**src/rtl/noc_flit_injector_pkg.sv**
```systemverilog
// Shared flit definitions for the NoC packet injector and router-side helpers.
// Field offsets assume the default field widths; flit_width() serves other sizings.
package noc_flit_injector_pkg;

    localparam int unsigned TYPE_HEAD     = 1;
    localparam int unsigned TYPE_DATA     = 2;
    localparam int unsigned TYPE_TAIL     = 3;
    localparam int unsigned TYPE_HEADTAIL = 4;

    localparam int unsigned DEF_DSTW  = 4;
    localparam int unsigned DEF_SRCW  = 4;
    localparam int unsigned DEF_VCW   = 2;
    localparam int unsigned DEF_SPECW = 22;
    localparam int unsigned DEF_TYPEW = 3;

    localparam int unsigned DST_LSB  = 0;
    localparam int unsigned SRC_LSB  = DST_LSB + DEF_DSTW;
    localparam int unsigned VCH_LSB  = SRC_LSB + DEF_SRCW;
    localparam int unsigned SPEC_LSB = VCH_LSB + DEF_VCW;
    localparam int unsigned TYPE_LSB = SPEC_LSB + DEF_SPECW;
    localparam int unsigned FLIT_W   = TYPE_LSB + DEF_TYPEW;

    function automatic int unsigned flit_width(input int unsigned dstw, input int unsigned srcw,
                                               input int unsigned vcw, input int unsigned specw,
                                               input int unsigned typew);
        return dstw + srcw + vcw + specw + typew;
    endfunction

endpackage

```
**src/rtl/noc_vc_pick.sv**
```systemverilog
// Combinational lowest-index selector over a per-VC eligibility vector.
// Shared between the flit injector and router VC allocation.
module noc_vc_pick #(
    parameter int unsigned NVC  = 2,
    parameter int unsigned IDXW = 2
) (
    input  logic [NVC-1:0]  req,
    output logic            any,
    output logic [IDXW-1:0] idx
);

    // Descending scan so the lowest set index is the last one written.
    always_comb begin
        any = 1'b0;
        idx = '0;
        for (int i = int'(NVC) - 1; i >= 0; i--) begin
            if (req[i]) begin
                any = 1'b1;
                idx = IDXW'(i);
            end
        end
    end

endmodule

```
**src/rtl/noc_flit_injector.sv**
```systemverilog
// Packet source for one router input port: serialises a command into HEAD/DATA/TAIL
// flits on the per-VC ack/lock handshake, with optional automatic VC selection.
module noc_flit_injector
    import noc_flit_injector_pkg::*;
#(
    parameter int unsigned DSTW    = 4,
    parameter int unsigned SRCW    = 4,
    parameter int unsigned NVC     = 2,
    parameter int unsigned VCW     = 2,
    parameter int unsigned SPECW   = 22,
    parameter int unsigned TYPEW   = 3,
    parameter int unsigned LENW    = 4,
    parameter int unsigned VC_AUTO = 0,
    parameter int unsigned CNTW    = 16
) (
    input  logic                                  clk,
    input  logic                                  rst_,
    input  logic                                  cmd_valid,
    output logic                                  cmd_ready,
    input  logic [DSTW-1:0]                       cmd_dst,
    input  logic [SRCW-1:0]                       cmd_src,
    input  logic [VCW-1:0]                        cmd_vch,
    input  logic [LENW-1:0]                       cmd_len,
    input  logic [SPECW-1:0]                      cmd_spec,
    output logic [TYPEW+SPECW+VCW+SRCW+DSTW-1:0]  odata,
    output logic                                  ovalid,
    output logic [VCW-1:0]                        ovch,
    input  logic [NVC-1:0]                        iack,
    input  logic [NVC-1:0]                        ilck,
    output logic                                  busy,
    output logic [CNTW-1:0]                       pkt_cnt,
    output logic [CNTW-1:0]                       flit_cnt
);

    localparam logic [1:0] ST_IDLE = 2'd0;
    localparam logic [1:0] ST_HEAD = 2'd1;
    localparam logic [1:0] ST_BODY = 2'd2;

    logic [1:0]       state_q, state_d;
    logic [DSTW-1:0]  dst_q, dst_d;
    logic [SRCW-1:0]  src_q, src_d;
    logic [VCW-1:0]   vch_q, vch_d;
    logic [LENW-1:0]  rem_q, rem_d;
    logic [LENW-1:0]  idx_q, idx_d;
    logic [SPECW-1:0] seed_q, seed_d;
    logic [CNTW-1:0]  pkt_cnt_q, pkt_cnt_d;
    logic [CNTW-1:0]  flit_cnt_q, flit_cnt_d;

    logic [NVC-1:0]   elig;
    logic             pick_any;
    logic [VCW-1:0]   pick_idx;
    logic [VCW-1:0]   cur_vch;
    logic [VCW-1:0]   cmd_vch_ok;
    logic             ack_sel;
    logic             lck_sel;
    logic             last_flit;
    logic             xfer;
    logic [TYPEW-1:0] ftype;
    logic [SPECW-1:0] fspec;

    assign elig = iack & ~ilck;

    noc_vc_pick #(
        .NVC  (NVC),
        .IDXW (VCW)
    ) u_vc_pick (
        .req (elig),
        .any (pick_any),
        .idx (pick_idx)
    );

    // Auto mode follows the live pick during HEAD; the choice is frozen on head transfer.
    always_comb begin
        cur_vch = vch_q;
        if (VC_AUTO != 0 && state_q == ST_HEAD) begin
            cur_vch = pick_idx;
        end
        ack_sel = 1'b0;
        lck_sel = 1'b0;
        for (int v = 0; v < int'(NVC); v++) begin
            if (VCW'(v) == cur_vch) begin
                ack_sel = iack[v];
                lck_sel = ilck[v];
            end
        end

        last_flit = 1'b0;
        ftype     = '0;
        fspec     = '0;
        ovalid    = 1'b0;
        case (state_q)
            ST_HEAD: begin
                last_flit = (rem_q == LENW'(1));
                ftype     = last_flit ? TYPEW'(TYPE_HEADTAIL) : TYPEW'(TYPE_HEAD);
                fspec     = seed_q;
                ovalid    = (VC_AUTO != 0) ? pick_any : (ack_sel & ~lck_sel);
            end
            ST_BODY: begin
                last_flit = (idx_q == rem_q - LENW'(1));
                ftype     = last_flit ? TYPEW'(TYPE_TAIL) : TYPEW'(TYPE_DATA);
                fspec     = seed_q + SPECW'(idx_q);
                ovalid    = 1'b1;
            end
            default: ;
        endcase

        xfer      = ovalid & ack_sel;
        busy      = (state_q != ST_IDLE);
        cmd_ready = (state_q == ST_IDLE);
        odata     = '0;
        ovch      = '0;
        if (busy) begin
            odata = {ftype, fspec, cur_vch, src_q, dst_q};
            ovch  = cur_vch;
        end
    end

    assign cmd_vch_ok = (32'(cmd_vch) < NVC) ? cmd_vch : '0;

    always_comb begin
        state_d    = state_q;
        dst_d      = dst_q;
        src_d      = src_q;
        vch_d      = vch_q;
        rem_d      = rem_q;
        idx_d      = idx_q;
        seed_d     = seed_q;
        pkt_cnt_d  = pkt_cnt_q;
        flit_cnt_d = flit_cnt_q;

        case (state_q)
            ST_IDLE: begin
                if (cmd_valid) begin
                    dst_d   = cmd_dst;
                    src_d   = cmd_src;
                    seed_d  = cmd_spec;
                    vch_d   = cmd_vch_ok;
                    rem_d   = (cmd_len == '0) ? LENW'(1) : cmd_len;
                    idx_d   = '0;
                    state_d = ST_HEAD;
                end
            end
            ST_HEAD: begin
                if (xfer) begin
                    vch_d   = cur_vch;
                    idx_d   = LENW'(1);
                    state_d = last_flit ? ST_IDLE : ST_BODY;
                end
            end
            ST_BODY: begin
                if (xfer) begin
                    idx_d = idx_q + LENW'(1);
                    if (last_flit) begin
                        state_d = ST_IDLE;
                    end
                end
            end
            default: state_d = ST_IDLE;
        endcase

        if (xfer) begin
            flit_cnt_d = flit_cnt_q + CNTW'(1);
            if (last_flit) begin
                pkt_cnt_d = pkt_cnt_q + CNTW'(1);
            end
        end
    end

    always_ff @(posedge clk or posedge rst_) begin
        if (rst_) begin
            state_q    <= ST_IDLE;
            dst_q      <= '0;
            src_q      <= '0;
            vch_q      <= '0;
            rem_q      <= '0;
            idx_q      <= '0;
            seed_q     <= '0;
            pkt_cnt_q  <= '0;
            flit_cnt_q <= '0;
        end else begin
            state_q    <= state_d;
            dst_q      <= dst_d;
            src_q      <= src_d;
            vch_q      <= vch_d;
            rem_q      <= rem_d;
            idx_q      <= idx_d;
            seed_q     <= seed_d;
            pkt_cnt_q  <= pkt_cnt_d;
            flit_cnt_q <= flit_cnt_d;
        end
    end

    assign pkt_cnt  = pkt_cnt_q;
    assign flit_cnt = flit_cnt_q;

endmodule

```
**config.mk**
```make
export PLATFORM = sky130hd
export DESIGN_NAME = noc_flit_injector
export DESIGN_NICKNAME = d
export VERILOG_FILES = /design/src/rtl/noc_flit_injector_pkg.sv /design/src/rtl/noc_vc_pick.sv /design/src/rtl/noc_flit_injector.sv
export SDC_FILE = /design/constraint.sdc
export NUM_CORES = 1
export LEC_CHECK = 0
export ABC_AREA = 1
export BUFFER_PORTS_ARGS = -buffer_cell sky130_fd_sc_hd__buf_2
export CORE_MARGIN = 1
export CORE_UTILIZATION = 50
export DETAILED_ROUTE_END_ITERATION = 12
export GPL_ROUTABILITY_DRIVEN = 0
export GPL_TIMING_DRIVEN = 0
export HOLD_SLACK_MARGIN = 0.02
export MAX_ROUTING_LAYER = met4
export PLACE_DENSITY = 0.77
export RECOVER_POWER = 100
export SETUP_SLACK_MARGIN = 0.5
export SYNTH_ARGS = -nofsm -noshare
export SYNTH_HDL_FRONTEND = slang
export SYNTH_HIERARCHICAL = 1
export SYNTH_SLANG_ARGS = --single-unit
```
**constraint.sdc**
```tcl
create_clock -name clk -period 4.2 [get_ports clk]
set_input_delay 0.21 -clock clk [delete_from_list [all_inputs] [get_ports clk]]
set_output_delay 0.21 -clock clk [all_outputs]
set_load 0.01 [all_outputs]
```
# Word level (Yosys, flattened, before mapping)
# Index checks and enable logic that the tools add are counted.
# totals
reg_bits	74
inputBits	43
out_inout_bits	72
wordCells	60
# op_classes
addsub	5
order_cmp	1
n_eq_ne	9
muxes	24
n_bitwise	3
n_reduce_logical	9
# ops
cell	count
22-bit case mux with 2 select lines	1
35-bit two-way mux	1
16-bit by 1-bit adder with 16-bit output, second input constant	2
22-bit by 4-bit adder with 22-bit output	1
4-bit two-way mux	4
2-bit two-way mux	7
4-bit case mux with 3 select lines	1
2-bit != test, second input constant	4
4-bit AND reduction	2
2-bit case mux with 3 select lines	1
3-bit case mux with 2 select lines	1
1-bit two-way mux	5
4-bit by 1-bit adder with 4-bit output, second input constant	1
4-bit by 1-bit == test with 1-bit output, second input constant	1
4-bit == test	1
2-bit logical NOT	2
4-bit logical NOT	1
1-bit case mux with 2 select lines	2
2-bit AND reduction	2
4-bit by 1-bit subtractor with 4-bit output, second input constant	1
3-bit two-way mux	1
3-bit nonzero test	1
1-bit AND	2
1-bit by 2-bit == test with 1-bit output, first input constant	1
5 further kinds	5

# Longest topological paths before layout
# depth
ltp_word	9
ltp_mapped	14
mapped_depth_nobuf	14

# Worst setup path after synthesis
# No wires, ideal clock.
# synth_path
path_type	register -> output
startpoint	register idx_q[0]
endpoint	output odata[30]
t_arrival_ns	1.783
required_ns	3.990
setup_slack_ns	2.207
path_stages_with_launch	11
path_buffers	0
cell_sequence	dfrtp_1 -> ha_1 -> fa_1 -> inv_1 -> o21ai_0 -> inv_1 -> nor2_1 -> nand2_1 -> nand2_1 -> nand3_1 -> a21oi_1
# synth_via
elab_chain_len	3
# synth_rtl
item	line_no	source
from (decl)	noc_flit_injector.sv:44	logic [LENW-1:0] idx_q, idx_d;
from (signal assigned)	noc_flit_injector.sv:186	idx_q <= idx_d;
22-bit by 4-bit adder with 22-bit output	noc_flit_injector.sv:101	fspec = seed_q + SPECW'(idx_q);
22-bit case mux with 2 select lines	noc_flit_injector.sv:91	case (state_q)
35-bit two-way mux	noc_flit_injector.sv:112	if (busy) begin
to (decl)	noc_flit_injector.sv:25	output logic [TYPEW+SPECW+VCW+SRCW+DSTW-1:0] odata,
# Every way passes these cells.

# Worst setup path after layout
# layout_path
startpoint	register state_q[0]
endpoint	register pkt_cnt_q[7], in the netlist pkt_cnt[7]
# layout_via
elab_chain_len	4
elab_cells_between_ends	6
classes_between	eq/ne (2); mux (2); bitwise (1); reduce/logical (1)
# layout_rtl
item	line_no	source
from (decl)	noc_flit_injector.sv:39	logic [1:0] state_q, state_d;
from (signal assigned)	noc_flit_injector.sv:181	state_q <= state_d;
2-bit == test or 2-bit by 1-bit == test with 1-bit output (tied branches)	noc_flit_injector.sv:91	
1-bit case mux with 2 select lines	noc_flit_injector.sv:91	
1-bit AND	noc_flit_injector.sv:107	xfer = ovalid & ack_sel;
2-bit AND reduction (no line) (*)	-	
to (signal assigned)	noc_flit_injector.sv:188	pkt_cnt_q <= pkt_cnt_d;
to (decl)	noc_flit_injector.sv:46	logic [CNTW-1:0] pkt_cnt_q, pkt_cnt_d;
# Every way passes the cells marked *; elsewhere a longest branch is shown, timed or not.
# A chain may end at the register's enable or synchronous reset.

==> summary.txt <==
Floorplanning
  – Rows: 34
  – # IOs: 115
  – Die span in y: 98.7 µm
  – Core area: 8890 µm²
  – Die area: about 10000 µm²
  – Initial core utilization: 0.526
  – Die width: 98.7 µm

Power
  – Pleak: 0.00266 µW
  – Clock network power share: 0.184
  – Switching share of power: 0.471
  – Internal: around 1700 µW
  – Pwr dens: 574 nW/µm²
  – Reg power frac: 0.370
  – Switching power: 1480 µW
  – Total power: 3140 µW
  – VDD IR max: 0.226 mV
  – Logic pwr share: 0.446

Global route
  – Largest net degree at the start of global routing: 60
  – GRT Total Usage: 0.270
  – First-pass GRT wire length: 20500 µm
  – Gr ovfl total: 0
  – Initial antenna violation count: 0
  – Vias in the first global route: 4582

Yosys
  – Post-synthesis register bit count: 73
  – Register area share after synthesis: 0.391
  – Distinct cell type count after synthesis: 34
  – Yosys warns: 6
  – Mapped Area: 4670 µm²
  – Cells after Synth: 677
  – Synthesized area per cell: 6.90 µm²

Run status
  – Outcome: completed

CTS
  – TritonCTS clock tree: built
  – # clock sinks: 73
  – Gates resized, CTS repair: 0
  – Clock latency on the worst-skew pair: 350 ps
  – H-tree depth: 3
  – Post-CTS Setup Inserts: 0
  – Maximum clock insertion buffer count: 2
  – CTS root buf: clkbuf_8
  – Clock slew at reported path FFs: 80 ps
  – CTS Hold Bufs: 1
  – Num CTS Buffers: 9

Setup path
  – Most frequent cell on the critical path: nand2_1
  – Buf/Inv on CP: 5
  – CP cell instances: inv_1 -> ha_1 -> nand2_1 -> clkinv_1 -> nand3_1 -> nand2_1 -> nand2_1 -> clkinvlp_2 -> nand3_1 -> clkinvlp_2 -> clkbuf_1 -> o21ai_0
  – Worst setup EP type: flip-flop
  – FF-to-FF setup slack: 1270 ps
  – Worst Setup Start Kind: flip-flop
  – Worst Path Max Fanout: 10
  – Top delay family on crit path: buffers and inverters
  – Worst stage delay on the critical path: 380 ps
  – Setup CP Type: flip-flop to flip-flop
  – Crit-path slowest cell: dfrtp_1
  – RR Startpoint: state_q[0]$_DFFE_PP0P_
  – Reg2Reg Capture Point: pkt_cnt[7]$_DFFE_PP0P_
  – Required @ worst endpoint: around 4500 ps
  – Register-to-Register Path Depth: 12
  – CP Data Arrival Time: 3190 ps

STA
  – Crit share post-route: 0.697
  – Fin crit period: 2930 ps
  – Worst Max-Slew Pin Slew: 775 ps
  – Slew Viols, Final: 0
  – Unrepaired setup endpoints after global routing: no
  – Setup Total Neg Slack: 0 ps
  – Fin. Hold Viols: 0
  – Max-slew headroom: 0.481
  – Fmax: 342 MHz
  – Clock skew: 11.6 ps
  – Finish-stage setup viols: 0

Placed design
  – Placed Area: ~5400 µm²
  – I/O Buffers: between 100 and 150
  – Post-DP HPWL: 9210 µm

Routing
  – Vias/cell: approximately 5.2
  – Final WL: 12200 µm
  – Drt first pass iters: 5
  – Drt drc: 0
  – Routed Antenna Nets: 0
  – Vias: 4788
  – Routed WL per cell: 13.4 µm
  – Drt initial violations: 251

Layout
  – Design area: 5470 µm²
  – N_diodes: 0
  – Most frequent cells in the layout: nand2_1, clkbuf_1, inv_1
  – Nets: 860
  – Fin util: 0.615
  – Leading cell type in the layout, fill and taps excluded: nand2_1
  – Layout cells sized above 1: 0.0829
  – Area delta synth->final: 16.9%

Min path
  – Hold path startpoint: cmd_spec[2]
  – Worst Hold Class: primary input to flip-flop
  – Hold path cells: 3
  – Worst Hold End: seed_q[2]$_DFFE_PP0P_

Job
  – Maxcap violations: 0
layer usage:
metal  routed length [µm]  vias up  global-route usage
met2                 5900      157               0.446
met3                  762       20              0.0539
met5                    0        -                   -
met1                 5470     2223               0.344
li1                     -     2388                   -
met4                  104        0              0.0597
how the worst max path moves through the flow:
| stage | depth (start not counted) | from | end | slack (ps) |
|---|---|---|---|---|
| after global placement | 2 | rst_ | seed_q[14]$_DFFE_PP0P_ | 1210 |
| after global routing | 12 | state_q[1]$_DFFE_PP0P_ | pkt_cnt[7]$_DFFE_PP0P_ | 940 |
| after detailed placement | 11 | idx_q[0]$_DFFE_PP0P_ | odata[30] | 1770 |
| after CTS | 11 | idx_q[0]$_DFFE_PP0P_ | odata[30] | 1380 |
| after floorplan | 1 | rst_ | cur_vch[0]$_DFFE_PP0P_ | 2140 |
| final | 12 | state_q[0]$_DFFE_PP0P_ | pkt_cnt[7]$_DFFE_PP0P_ | 1270 |
final cells by class:
type                    count  area [µm²]
plain buffers              21        91.3
clock buffers              10         138
clock inverters             6        65.1
fillers                   874        3430
inverters                  81         308
multi-input cells         503        2390
flip-flops and latches     73        1830
well taps                 108         135
repair buffers            114         510
cell usage after synthesis:
cell type  instances  area [µm²]
nand4_1           10        62.6
nand3b_1           2        15.0
conb_1             1        3.75
buf_4              3        22.5
nor3_1            14        70.1
nand2_2            1        6.26
a21oi_1           26         130
buf_2              3        15.0
clkinv_1           1        3.75
nand2_4            1        11.3
o22ai_1            2        12.5
xnor2_1            7        61.3
dfrtp_1           73        1830
nand2_1          227         852
inv_2              1        3.75
and2_1             2        12.5
o21ai_1           10        50.1
fa_1               1        20.0
nor2_1            63         236
a22oi_1            1        7.51
a31oi_1            1        6.26
nor4_1             2        12.5
buf_8              1        15.0
nand3_1           40         200
ha_1              13         163
a21oi_4            1        16.3
xor2_1            19         166
nand3_4            1        17.5
o21ai_2            3        26.3
inv_4              2        12.5
o21ai_0           53         265
clkbuf_1          14        52.6
inv_1             77         289
nor3b_1            1        7.51
tightest hold or removal path, delay by kind of cell:
kind	cells	cell delay, ps
buffers and inverters	1	70
AND/OR/NAND/NOR	2	80
flip-flops by register name (all words and copies together), names as in the netlist:
signal / count
cur_vch: 1
idx_q: 4
state_q: 2
pkt_cnt: 16
dst_q: 4
flit_cnt: 16
seed_q: 22
rem_q: 4
src_q: 4
through the flow:
step                      hold slack (ps)  setup slack (ps)  cells
final                                51.7              1270    916
after global routing                 45.3               941    916
after CTS                            48.0              1380    916
after detailed placement              156              1770    899
after global placement                412              1210    898
after floorplan                       320              2140    678
power groups by stage:
stage | Sequential, µW | Combinational [µW] | Clock (µW)
2_1_floorplan | 1120 | 1000 | 0
3_3_place_gp | 1150 | 1400 | 0
3_5_place_dp | 1170 | 1450 | 0
4_1_cts | 1150 | 1460 | 586
5_1_grt | 1190 | 1590 | 614
6_report | 1160 | 1400 | 578
cells by family after synthesis:
group / share of synthesized area
buffers and inverters: 0.0886
other: 0.000802
xor gates and xnor gates: 0.0487
DFF: 0.391
AOI/OAI and AO/OA: 0.110
adders and majority gates: 0.0391
and+or+nand+nor: 0.322
Note: power is estimated with default switching activity, not from simulation.
